--- config.mk ---
export PLATFORM = sky130hd
export DESIGN_NAME = dmi_jtag_responder
export DESIGN_NICKNAME = d
export VERILOG_FILES = /design/src/rtl/dmi_jtag_responder.sv
export SDC_FILE = /design/constraint.sdc
export NUM_CORES = 1
export LEC_CHECK = 0
export CAP_MARGIN = 20
export CORE_MARGIN = 5
export CORE_UTILIZATION = 56
export CTS_CLUSTER_SIZE = 25
export DETAILED_ROUTE_END_ITERATION = 8
export PLACE_DENSITY = 0.9
export SYNTH_ARGS = -nofsm -noshare
export SYNTH_HDL_FRONTEND = slang
export SYNTH_SLANG_ARGS = --single-unit
--- constraint.sdc ---
create_clock -name clk_i -period 4.8 [get_ports clk_i]
set_clock_uncertainty 0.2 [all_clocks]
set_input_delay 0.72 -clock clk_i [delete_from_list [all_inputs] [get_ports clk_i]]
set_output_delay 0.72 -clock clk_i [all_outputs]
set_load 0.01 [all_outputs]
--- src/rtl/dmi_jtag_responder.sv ---
// JTAG DTM: oversampled TAP with IDCODE/DTMCS/DMI/BYPASS registers and a DMI request/response port.
// Optional macro DMI_JTAG_TRST_EN lets a synchronised jtag_TRSTn low force the TAP into Test-Logic-Reset.
module dmi_jtag_responder #(
  parameter logic [31:0] IdCode        = 32'h249511C3,
  parameter int          MinSyncStages = 2
) (
  input  logic        clk_i,
  input  logic        rst_ni,
  input  logic        jtag_TCK,
  input  logic        jtag_TMS,
  input  logic        jtag_TDI,
  input  logic        jtag_TRSTn,
  output logic        jtag_TDO_data,
  output logic        jtag_TDO_driven,
  output logic        dmi_req_valid_o,
  input  logic        dmi_req_ready_i,
  output logic [6:0]  dmi_req_addr_o,
  output logic [1:0]  dmi_req_op_o,
  output logic [31:0] dmi_req_data_o,
  input  logic        dmi_resp_valid_i,
  output logic        dmi_resp_ready_o,
  input  logic [31:0] dmi_resp_data_i,
  input  logic        dmi_resp_err_i
);
  typedef enum logic [3:0] {
    TEST_LOGIC_RESET, RUN_TEST_IDLE, SELECT_DR_SCAN, CAPTURE_DR, SHIFT_DR, EXIT1_DR,
    PAUSE_DR, EXIT2_DR, UPDATE_DR, SELECT_IR_SCAN, CAPTURE_IR, SHIFT_IR, EXIT1_IR,
    PAUSE_IR, EXIT2_IR, UPDATE_IR
  } tap_state_e;

  localparam logic [4:0] IR_IDCODE   = 5'h01;
  localparam logic [4:0] IR_DTMCS    = 5'h10;
  localparam logic [4:0] IR_DMI      = 5'h11;
  localparam logic [1:0] OP_READ     = 2'd1;
  localparam logic [1:0] OP_WRITE    = 2'd2;
  localparam logic [1:0] STAT_FAILED = 2'd2;
  localparam logic [1:0] STAT_BUSY   = 2'd3;

  // Pin bundle order: {TRSTn, TDI, TMS, TCK}
  logic [3:0]  sync_q [MinSyncStages];
  logic [3:0]  pins_s;
  logic        tck_prev_q, tck_rise, tck_fall, tms_s, tdi_s, tap_rst;
  tap_state_e  tap_q, tap_d;
  logic        in_tlr, capture_dr, shift_dr, update_dr, capture_ir, shift_ir, update_ir;
  logic [4:0]  ir_q, ir_sh_q;
  logic [40:0] dr_q, dr_capture, dr_shifted;
  logic        tdo_q;
  logic        req_valid_q, resp_pending_q, busy;
  logic [1:0]  dmistat_q, dmi_status, op_q;
  logic [6:0]  addr_q;
  logic [31:0] data_q, dtmcs_capture;

  always_ff @(posedge clk_i) begin
    if (!rst_ni) begin
      for (int i = 0; i < MinSyncStages; i++) sync_q[i] <= 4'b1000;
      tck_prev_q <= 1'b0;
    end else begin
      sync_q[0] <= {jtag_TRSTn, jtag_TDI, jtag_TMS, jtag_TCK};
      for (int i = 1; i < MinSyncStages; i++) sync_q[i] <= sync_q[i-1];
      tck_prev_q <= pins_s[0];
    end
  end

  assign pins_s   = sync_q[MinSyncStages-1];
  assign tms_s    = pins_s[1];
  assign tdi_s    = pins_s[2];
  assign tck_rise = pins_s[0] & ~tck_prev_q;
  assign tck_fall = ~pins_s[0] & tck_prev_q;

`ifdef DMI_JTAG_TRST_EN
  assign tap_rst = ~pins_s[3];
`else
  logic unused_trstn;
  assign tap_rst      = 1'b0;
  assign unused_trstn = pins_s[3];
`endif

  always_ff @(posedge clk_i) begin
    if (!rst_ni || tap_rst) tap_q <= TEST_LOGIC_RESET;
    else if (tck_rise)      tap_q <= tap_d;
  end

  always_comb begin
    tap_d = tap_q;
    case (tap_q)
      TEST_LOGIC_RESET: tap_d = tms_s ? TEST_LOGIC_RESET : RUN_TEST_IDLE;
      RUN_TEST_IDLE:    tap_d = tms_s ? SELECT_DR_SCAN   : RUN_TEST_IDLE;
      SELECT_DR_SCAN:   tap_d = tms_s ? SELECT_IR_SCAN   : CAPTURE_DR;
      CAPTURE_DR:       tap_d = tms_s ? EXIT1_DR         : SHIFT_DR;
      SHIFT_DR:         tap_d = tms_s ? EXIT1_DR         : SHIFT_DR;
      EXIT1_DR:         tap_d = tms_s ? UPDATE_DR        : PAUSE_DR;
      PAUSE_DR:         tap_d = tms_s ? EXIT2_DR         : PAUSE_DR;
      EXIT2_DR:         tap_d = tms_s ? UPDATE_DR        : SHIFT_DR;
      UPDATE_DR:        tap_d = tms_s ? SELECT_DR_SCAN   : RUN_TEST_IDLE;
      SELECT_IR_SCAN:   tap_d = tms_s ? TEST_LOGIC_RESET : CAPTURE_IR;
      CAPTURE_IR:       tap_d = tms_s ? EXIT1_IR         : SHIFT_IR;
      SHIFT_IR:         tap_d = tms_s ? EXIT1_IR         : SHIFT_IR;
      EXIT1_IR:         tap_d = tms_s ? UPDATE_IR        : PAUSE_IR;
      PAUSE_IR:         tap_d = tms_s ? EXIT2_IR         : PAUSE_IR;
      EXIT2_IR:         tap_d = tms_s ? UPDATE_IR        : SHIFT_IR;
      UPDATE_IR:        tap_d = tms_s ? SELECT_DR_SCAN   : RUN_TEST_IDLE;
      default:          tap_d = TEST_LOGIC_RESET;
    endcase
  end

  always_comb begin
    in_tlr     = 1'b0;
    capture_dr = 1'b0;
    shift_dr   = 1'b0;
    update_dr  = 1'b0;
    capture_ir = 1'b0;
    shift_ir   = 1'b0;
    update_ir  = 1'b0;
    case (tap_q)
      TEST_LOGIC_RESET: in_tlr     = 1'b1;
      CAPTURE_DR:       capture_dr = 1'b1;
      SHIFT_DR:         shift_dr   = 1'b1;
      UPDATE_DR:        update_dr  = 1'b1;
      CAPTURE_IR:       capture_ir = 1'b1;
      SHIFT_IR:         shift_ir   = 1'b1;
      UPDATE_IR:        update_ir  = 1'b1;
      default:          ;
    endcase
  end

  assign jtag_TDO_driven = shift_dr | shift_ir;
  assign jtag_TDO_data   = tdo_q;

  assign busy          = req_valid_q | resp_pending_q;
  assign dmi_status    = (dmistat_q != 2'd0) ? dmistat_q : (busy ? STAT_BUSY : 2'd0);
  assign dtmcs_capture = {14'd0, 2'b00, 1'b0, 3'd1, dmistat_q, 6'd7, 4'd1};

  always_comb begin
    dr_capture = '0;
    dr_shifted = {40'd0, tdi_s};
    case (ir_q)
      IR_IDCODE: begin
        dr_capture = {9'd0, IdCode};
        dr_shifted = {9'd0, tdi_s, dr_q[31:1]};
      end
      IR_DTMCS: begin
        dr_capture = {9'd0, dtmcs_capture};
        dr_shifted = {9'd0, tdi_s, dr_q[31:1]};
      end
      IR_DMI: begin
        dr_capture = {addr_q, data_q, dmi_status};
        dr_shifted = {tdi_s, dr_q[40:1]};
      end
      default: ;
    endcase
  end

  always_ff @(posedge clk_i) begin
    if (!rst_ni) begin
      ir_q    <= IR_IDCODE;
      ir_sh_q <= '0;
      dr_q    <= '0;
      tdo_q   <= 1'b0;
    end else begin
      if (tap_rst || in_tlr)          ir_q <= IR_IDCODE;
      else if (tck_rise && update_ir) ir_q <= ir_sh_q;
      if (tck_rise && capture_ir)     ir_sh_q <= 5'b00001;
      else if (tck_rise && shift_ir)  ir_sh_q <= {tdi_s, ir_sh_q[4:1]};
      if (tck_rise && capture_dr)     dr_q <= dr_capture;
      else if (tck_rise && shift_dr)  dr_q <= dr_shifted;
      if (tck_fall && shift_ir)       tdo_q <= ir_sh_q[0];
      else if (tck_fall && shift_dr)  tdo_q <= dr_q[0];
    end
  end

  // Later assignments win: a same-cycle DM handshake overrides a DTM-side update.
  always_ff @(posedge clk_i) begin
    if (!rst_ni) begin
      req_valid_q    <= 1'b0;
      resp_pending_q <= 1'b0;
      dmistat_q      <= 2'd0;
      addr_q         <= '0;
      data_q         <= '0;
      op_q           <= '0;
    end else begin
      if (tck_rise && capture_dr && ir_q == IR_DMI && busy && dmistat_q == 2'd0)
        dmistat_q <= STAT_BUSY;
      if (tck_rise && update_dr && ir_q == IR_DTMCS) begin
        if (dr_q[16] || dr_q[17]) dmistat_q   <= 2'd0;
        if (dr_q[17])             req_valid_q <= 1'b0;
      end
      if (tck_rise && update_dr && ir_q == IR_DMI && !busy && dmistat_q == 2'd0 &&
          (dr_q[1:0] == OP_READ || dr_q[1:0] == OP_WRITE)) begin
        req_valid_q <= 1'b1;
        addr_q      <= dr_q[40:34];
        data_q      <= dr_q[33:2];
        op_q        <= dr_q[1:0];
      end
      if (req_valid_q && dmi_req_ready_i) begin
        req_valid_q    <= 1'b0;
        resp_pending_q <= 1'b1;
      end
      if (resp_pending_q && dmi_resp_valid_i) begin
        resp_pending_q <= 1'b0;
        if (op_q == OP_READ) data_q <= dmi_resp_data_i;
        if (dmi_resp_err_i && dmistat_q == 2'd0) dmistat_q <= STAT_FAILED;
      end
    end
  end

  assign dmi_req_valid_o  = req_valid_q;
  assign dmi_req_addr_o   = addr_q;
  assign dmi_req_op_o     = op_q;
  assign dmi_req_data_o   = data_q;
  assign dmi_resp_ready_o = busy;
endmodule

After elaboration in Yosys (flattened, before gate mapping)
Memories as Yosys holds them, arrays and structs flattened.
Cells that the tools add are included.
{ "totals": {"ff_bits": 102, "ramBits": 8, "wordCells": 128, "memories": 1} }
{ "mem_list": {"columns": ["name", "words", "word_bits", "read_ports", "rd_ports_with_merged_regs", "write_ports", "line", "source"], "rows": [
  ["sync_q", 2, 4, 2, 0, 2, "40", "logic [3:0] sync_q [MinSyncStages];"]
]} }
{ "op_classes": {"n_eq_ne": 21, "n_mux": 45, "bitwise": 9, "reduce_logical": 39} }
{ "op_table": {"columns": ["cell", "n"], "rows": [
  ["$pmux W41 S3", 1],
  ["$mux W32", 3],
  ["$mux W41", 2],
  ["$pmux W41 S2", 1],
  ["$pmux W4 S12", 1],
  ["$eq A4 B4 Y1 const B", 8],
  ["$mux W4", 6],
  ["$mux W2", 10],
  ["$logic_and A1 B1 Y1", 19],
  ["$mux W1", 19],
  ["$eq A4 B3 Y1 const B", 4],
  ["$reduce_or A2 Y1", 7],
  ["$reduce_bool A2 Y1", 6],
  ["$eq A5 B5 Y1 const B", 2],
  ["$eq A4 B2 Y1 const B", 2],
  ["$mux W3", 2],
  ["$eq A5 B1 Y1 const B", 1],
  ["$eq A2 B1 Y1 const B", 2],
  ["$eq A4 B1 Y1 const B", 1],
  ["$logic_not A4 Y1", 1],
  ["$or A1 B1 Y1", 4],
  ["$not A1 Y1", 3],
  ["$reduce_or A3 Y1", 1],
  ["$and A1 B1 Y1", 2],
  ["other kinds (5)", 6]
]} }

Depth between registers and ports, before layout
Gate-level depths: netlist of run 1.
{ "depth": {"word_depth": 11, "depth_mapped": 7, "depth_no_buf": 4} }

Worst setup path before layout of run 1
No wires, ideal clock.
{ "synth_timing": {"kind": "reg2out", "from": "reg tap_q[0]", "to": "out jtag_TDO_driven", "arrival_time_ns": 1.096, "path_slack_ns": 2.784, "path_stages_with_launch": 4, "path_buffers": 1, "cell_sequence": "dfxtp_1 > buf_6 > or4b_1 > nand2_1"} }
{ "synth_via": {"elab_chain_len": 3} }
{ "synth_rtl": {"columns": ["item", "line", "source"], "rows": [
  ["from (decl)", "43", "tap_state_e tap_q, tap_d;"],
  ["from (signal assigned)", "80", "else if (tck_rise) tap_q <= tap_d;"],
  ["$eq A4 B3 Y1 or $eq A4 B4 Y1 (tied branches)", "114", "case (tap_q)"],
  ["$mux W1", "114", null],
  ["$or A1 B1 Y1 *", "126", "assign jtag_TDO_driven = shift_dr | shift_ir;"],
  ["to (decl)", "14", "output logic jtag_TDO_driven,"]
]} }
Every way passes the cells marked *; elsewhere a longest branch is shown, timed or not.

Worst setup path after layout of run 1
{ "layout_timing": {"from": "reg tap_q[2]", "to": "out jtag_TDO_driven"} }
Same word-level chain as after synthesis.

==> results of run 1 <==
## synth_stat cells, drive strengths merged, types with 3 or more instances
cell type  number  share of area
nor3b           4         0.0090
a21boi         10          0.015
a221oi         15          0.025
nand2          28          0.020
nor2           32          0.025
nor3           11          0.011
a21o           10          0.015
and2            9          0.011
buf            25          0.030
inv            10         0.0073
o21a            3         0.0046
nor2b           7         0.0085
nand4           5         0.0061
nand2b          3         0.0036
dfxtp         108           0.42
nand3b          5         0.0073
a31oi          39          0.047
nand3          62          0.061
clkbuf         37          0.027
a21oi          35          0.034
o2bb2ai         9          0.015
o21ai         117           0.11
o31ai           3         0.0044
a211oi          6          0.011
a2111oi         4         0.0068
mux2i           4         0.0077
## layout make-up
class,count,area [um2]
fill,742,2959
multi-input combinational,452,2676
sequential,108,2162
clock buffer,10,137.6
tap,111,138.9
timing repair buffer,94,925.9
inverter,10,37.54
clock inverter,6,71.32
## routing by layer
layer	track usage	up-vias	routed length, um
li1	-	2424	-
met1	0.3501	2507	6049
met2	0.4226	327	7208
met3	0.06011	40	1457
met4	0.08788	0	302
met5	0	-	0
## state kept, by name, summed over array words and instances, names as in the netlist
name / flops
tap_q: 4
dmi_req_data_o: 32
dmi_req_addr_o: 7
ir_q: 5
dmi_req_op_o: 2
ir_sh_q: 5
dmi_req_valid_o: 1
dr_q: 41
resp_pending_q: 1
jtag_TDO_data: 1
tck_prev_q: 1
sync_q: 6
dmistat_q: 2
## logic make-up after synthesis
logic type | count (synthesis) | synth area share
AO/OA/AOI/OAI | 263 | 0.3142
AND/OR/NAND/NOR | 181 | 0.1891
flip-flops | 108 | 0.4183
buffers and inverters | 72 | 0.06391
XOR/XNOR | 4 | 0.006779
multiplexers | 4 | 0.007747
## per-stage QoR
| step | std cells | hold slack [ns] |
|---|---|---|
| floorplan | 632 | 0.2119 |
| global placement | 773 | 0.2159 |
| detailed placement | 774 | 0.2210 |
| CTS | 790 | 0.2475 |
| global route | 791 | 0.2571 |
| finish | 791 | 0.2438 |
## power by group through the flow
stage	sequential [mW]	clock, mW	combinational [mW]
3_3_place_gp	0.924	0	0.0693
2_1_floorplan	0.921	0	0.0351
5_1_grt	0.905	0.623	0.0772
4_1_cts	0.904	0.579	0.0713
3_5_place_dp	0.925	0	0.0707
6_report	0.904	0.579	0.0721
## placed cells by master (no fill, tap or decap), types with 10 or more instances in the layout
cell type	n
a21o_1	10
nor2_1	29
a21oi_1	35
inv_1	10
o21ai_0	115
clkdlybuf4s50_1	83
dfxtp_1	108
nand2_1	28
clkbuf_8	10
nand3_1	61
nor3_1	11
a221oi_1	15
a31oi_1	39
## path summary, 6_finish.rpt
path | start | endpoint | cells past startpoint
worst max-delay path | tap_q[2]$_SDFFE_PN0N_ | jtag_TDO_driven | 3
worst min-delay path | sync_q[0][1]$_SDFF_PN0_ | sync_q[0][5]$_SDFF_PN0_ | 1
worst min register to register | sync_q[0][1]$_SDFF_PN0_ | sync_q[0][5]$_SDFF_PN0_ | 1
worst max register to register | tap_q[1]$_SDFFE_PN0N_ | dr_q[7]$_SDFFE_PN0P_ | 4
## worst max-delay path, delay by kind of cell (launching register included)
| family | cells | cell delay, ns |
|---|---|---|
| buf+inv | 1 | 0.54 |
| flops | 1 | 0.71 |
| simple gates | 2 | 0.60 |
==> impl_metrics.ini, run 1 <==
[outcome]
status = finished, final reports clean

[job]
drv_cap = 0

[die]
io_pins = 86
start_util = 0.5674
dieArea_mm2 = 0.01125
core_area_mm2 = 0.009109
die_y_um = 106.1
fp-row-count = 35
chipWidth_um = 106.1

[critical_path]
crit_required_ns = 3.88
crit_arrival_ns = 2.22
critPathKind = flop to output port
endpoint_kind = output port
start_kind = flop
path_cells = or4b_1 > nand2_1 > clkdlybuf4s50_1
cpPeakStageDelay_ns = 0.71
cpMaxStageDelayCell = dfxtp_1
crit_path_max_fanout = 20
rrSetupSlack_ns = 1.88

[route]
drt_iter0_markers = 547
vias = 5298
via_per_inst = 6.698
wl_per_cell_um = 18.98
ant_nets = 0
drc = 0
dr.pass1.iters = 6
wl_um = 15020

[grt]
grtUsageTotal = 0.2630
grt_pass1_vias = 5019
grt_max_degree = 66
antenna_found_initial = 0
grt_pass1_wl_um = 24720
grt_overflow = 0

[yosys]
synth.avg_cell_area_um2 = 8.178
async_reset_ff_frac = 0
yosysWarnings = 0
synth_edf_count = 0
syn_area_mm2 = 0.005169
ys_ff_latch = 108
ys.flop_type = dfxtp_1
synth_seq_area_share = 0.4183
post_synth_inst_count = 632
ys_types = 63
syn-num-nets = 673

[cells_and_area]
design_area_mm2 = 0.006150
syn_to_final_growth_pct = 18.98
final_core_util = 0.6751
antenna_cells = 0
drive_gt1_frac = 0.06471
final_nets = 716

[power]
ir_drop_mv = 0.2479
intPower_mw = 1.198
pwr-share-clk = 0.372
switching_share = 0.2301
cellLeakagePower_nw = 1.912
p_comb_frac = 0.046
switching_power_mw = 0.3579
p_per_area_mw_per_mm2 = 253.0
p_total_mw = 1.556
power.share.sequential = 0.581

[place]
portBuffers = 84
dp_slack_ns = 1.835
placed_cell_area_mm2 = 0.005926
hpwl_um = 9588
gp_congestion = 0.9217

[timing]
period_minus_slack_ns = 3.141
fin_crit_sh = 0.6544
final-setup-viol-count = 0
setup_slack_ns = 1.659
fmax_ghz = 0.3184
finalHoldViolCount = 0
rsz0062_at_grt = no
final_max_slew_viol_count = 0
tightest_slew_ns = 0.9754
slew_headroom = 0.3476
fin_tns_setup_ns = 0

[clocking]
cts_max_path_buffers = 2
cts_tree = built
cts_root_buffer = clkbuf_8
clock_sinks = 108
cts_resized = 0
clk_latency_ns = 0.38
htreeDepth = 3
cts_hold_buffers = 0
post_cts_buffers = 0
numCtsBuffers = 9
clk_pin_slew_ns = 0.10

[worst_hold_path]
min_path_type = flop to flop
(Power assumes the default switching activity.)
==> inputs of run 2 (changes only) <==
- CORE_UTILIZATION: 56 -> 53
- PLACE_DENSITY: 0.9 -> 0.87
- clock period: 4.8 -> 3.1 ns (I/O delays scaled with it)
==> run 2 against run 1 <==
Effect of this change: final area up 2.1%; core utilization shrank 2.4 points; worst setup slack got worse by 1.4 ns; first-iteration DRC count is 16% lower; combinational power up 61%; sequential cell count unchanged; hold slack gained 0.0015 ns; sequential share of layout area decreased by 0.72 points; global-route usage shrank 1.1 points; power is 58% higher; critical path depth is the same; critical path type unchanged; largest power group unchanged; highest routed layer unchanged.
==> impl_metrics.ini, run 2 (same netlist as run 1, synthesis figures left out) <==
[outcome]
status = finished, final reports clean

[cells_and_area]
antenna_cells = 0
final_nets = 729
largest_reg_flops = 41
top_register = dr_q
nFillCells = 821
fin_cells = 826
layout_commonest_cell = o21ai_0
final_cell_mix = o21ai_0, dfxtp_1, clkdlybuf4s50_1
layout.area.seq_mm2 = 0.002162
drive_gt1_frac = 0.08225
syn_to_final_growth_pct = 21.47
multiInputGateArea_mm2 = 0.002676

[clocking]
htreeDepth = 3
cts_root_buffer = clkbuf_8
post_cts_buffers = 0
numCtsBuffers = 9
cts_hold_buffers = 0
cts_resized = 0
cts_max_path_buffers = 2
cts_tree = built
clk_pin_slew_ns = 0.11
clk_latency_ns = 0.38
clock_sinks = 108

[timing]
fin_crit_sh = 0.9109
finalHoldViolCount = 0
fin_tns_setup_ns = 0
slew_headroom = 0.5931
rsz0062_at_grt = no
final-setup-viol-count = 0
period_minus_slack_ns = 2.824
final_max_slew_viol_count = 0
tightest_slew_ns = 0.6058
fmax_ghz = 0.3541

[die]
die_y_um = 108.8
fp-row-count = 36
chipWidth_um = 108.8
start_util = 0.5362
dieArea_mm2 = 0.01183
core_area_mm2 = 0.009639
io_pins = 86

[grt]
grt_use_met2 = 0.4042
antenna_found_initial = 0
grt_pass1_vias = 5066
grt_overflow = 0
grt_pass1_wl_um = 24320
grt_util_met3 = 0.04381
grtUsageTotal = 0.2516
gr-max-usage-layer = met2
grt_max_degree = 65
use_met1 = 0.3304

[critical_path]
endpoint_kind = output port
r2r_cells = 4
rrSetupSlack_ns = 0.70
crit_required_ns = 2.43
r2r_end = dr_q[12]$_SDFFE_PN0P_
start_kind = flop
crit_arrival_ns = 2.16
critPathKind = flop to output port
crit_path_max_fanout = 17
r2r-start = tap_q[1]$_SDFFE_PN0N_

[route]
drc = 0
dr.pass1.iters = 5
vias = 5308
wl_per_cell_um = 18.19
via_per_inst = 6.426
wl_um = 15030
drt_iter0_markers = 458
ant_nets = 0

[power]
p_per_area_mw_per_mm2 = 390.7
cellLeakagePower_nw = 1.981
ir_drop_mv = 0.3191

[place]
hpwl_um = 10210
gp_congestion = 0.9291
portBuffers = 84
place_inst = 810

[job]
drv_cap = 0

[worst_hold_path]
whs_path_depth = 1
min_from = sync_q[0][1]$_SDFF_PN0_
min_path_type = flop to flop
holdPathEnd = sync_q[0][5]$_SDFF_PN0_
[run 2: cell count changes in the layout (fill, tap and decap cells not counted)]
| cell | before | now |
|---|---|---|
| buf_4 | 8 | 22 |
| inv_8 | 0 | 4 |
| buf_12 | 0 | 1 |
| clkinvlp_4 | 2 | 1 |
| clkbuf_8 | 10 | 9 |
| inv_6 | 2 | 0 |
| buf_8 | 2 | 0 |
[run 2: power by group]
part	internal, mW	switching [mW]	leakage (nW)
clock	0.398	0.539	0.107
combinational	0.0632	0.0525	1.00
sequential	1.39	0.00831	0.871
[run 2: worst max-delay path by stage]
stage	start	endpoint	cells past startpoint	slack, ns
finish	tap_q[3]$_SDFFE_PN0N_	jtag_TDO_driven	3	0.28
global route	tap_q[1]$_SDFFE_PN0N_	jtag_TDO_driven	3	0.14
CTS	tap_q[3]$_SDFFE_PN0N_	jtag_TDO_driven	3	0.29
detailed placement	tap_q[3]$_SDFFE_PN0N_	jtag_TDO_driven	3	0.71
global placement	tap_q[3]$_SDFFE_PN0N_	jtag_TDO_driven	3	0.75
floorplan	tap_q[0]$_SDFFE_PN0N_	jtag_TDO_driven	3	1.34
[run 2: final cells by class]
type	instances	area share
inverters	10	0.005978
clock inverters	7	0.01455
repair buffers	107	0.1626
clock buffers	9	0.01973
multi-input cells	452	0.4263
well taps	133	0.02650
flip-flops and latches	108	0.3444
[run 2: per-stage QoR]
stage / power [mW] / instance area [um2] / worst slack, ns / hold WS [ns] / util
after floorplan: 1.481 / 5169 / 1.339 / 0.2119 / -
after global placement: 1.542 / 6063 / 0.7528 / 0.2158 / 0.6290
after detailed placement: 1.546 / 6063 / 0.7143 / 0.2210 / 0.6290
after CTS: 2.454 / 6279 / 0.2922 / 0.2491 / 0.6514
after global routing: 2.519 / 6279 / 0.1444 / 0.2686 / 0.6514
final: 2.453 / 6279 / 0.2762 / 0.2453 / 0.6514
[run 2: metal layers]
| layer | wire length [um] | vias to the layer above | part of all wire |
|---|---|---|---|
| met5 | 0 | - | 0 |
| met3 | 1269 | 50 | 0.084 |
| met2 | 7145 | 279 | 0.48 |
| met4 | 430 | 0 | 0.029 |
| met1 | 6184 | 2521 | 0.41 |
| li1 | - | 2458 | - |
[run 2: critical path: stages, from the launching register on]
cell and delay [ns]:
dfxtp_1 0.71, nand4b_1 0.38, nand2_1 0.15, clkdlybuf4s50_1 0.54
==> inputs of run 3 (changes only) <==
- GPL_ROUTABILITY_DRIVEN: unset -> 1
==> results of run 3 <==
No change in the layout: final DEF, timing and power equal those of run 2.
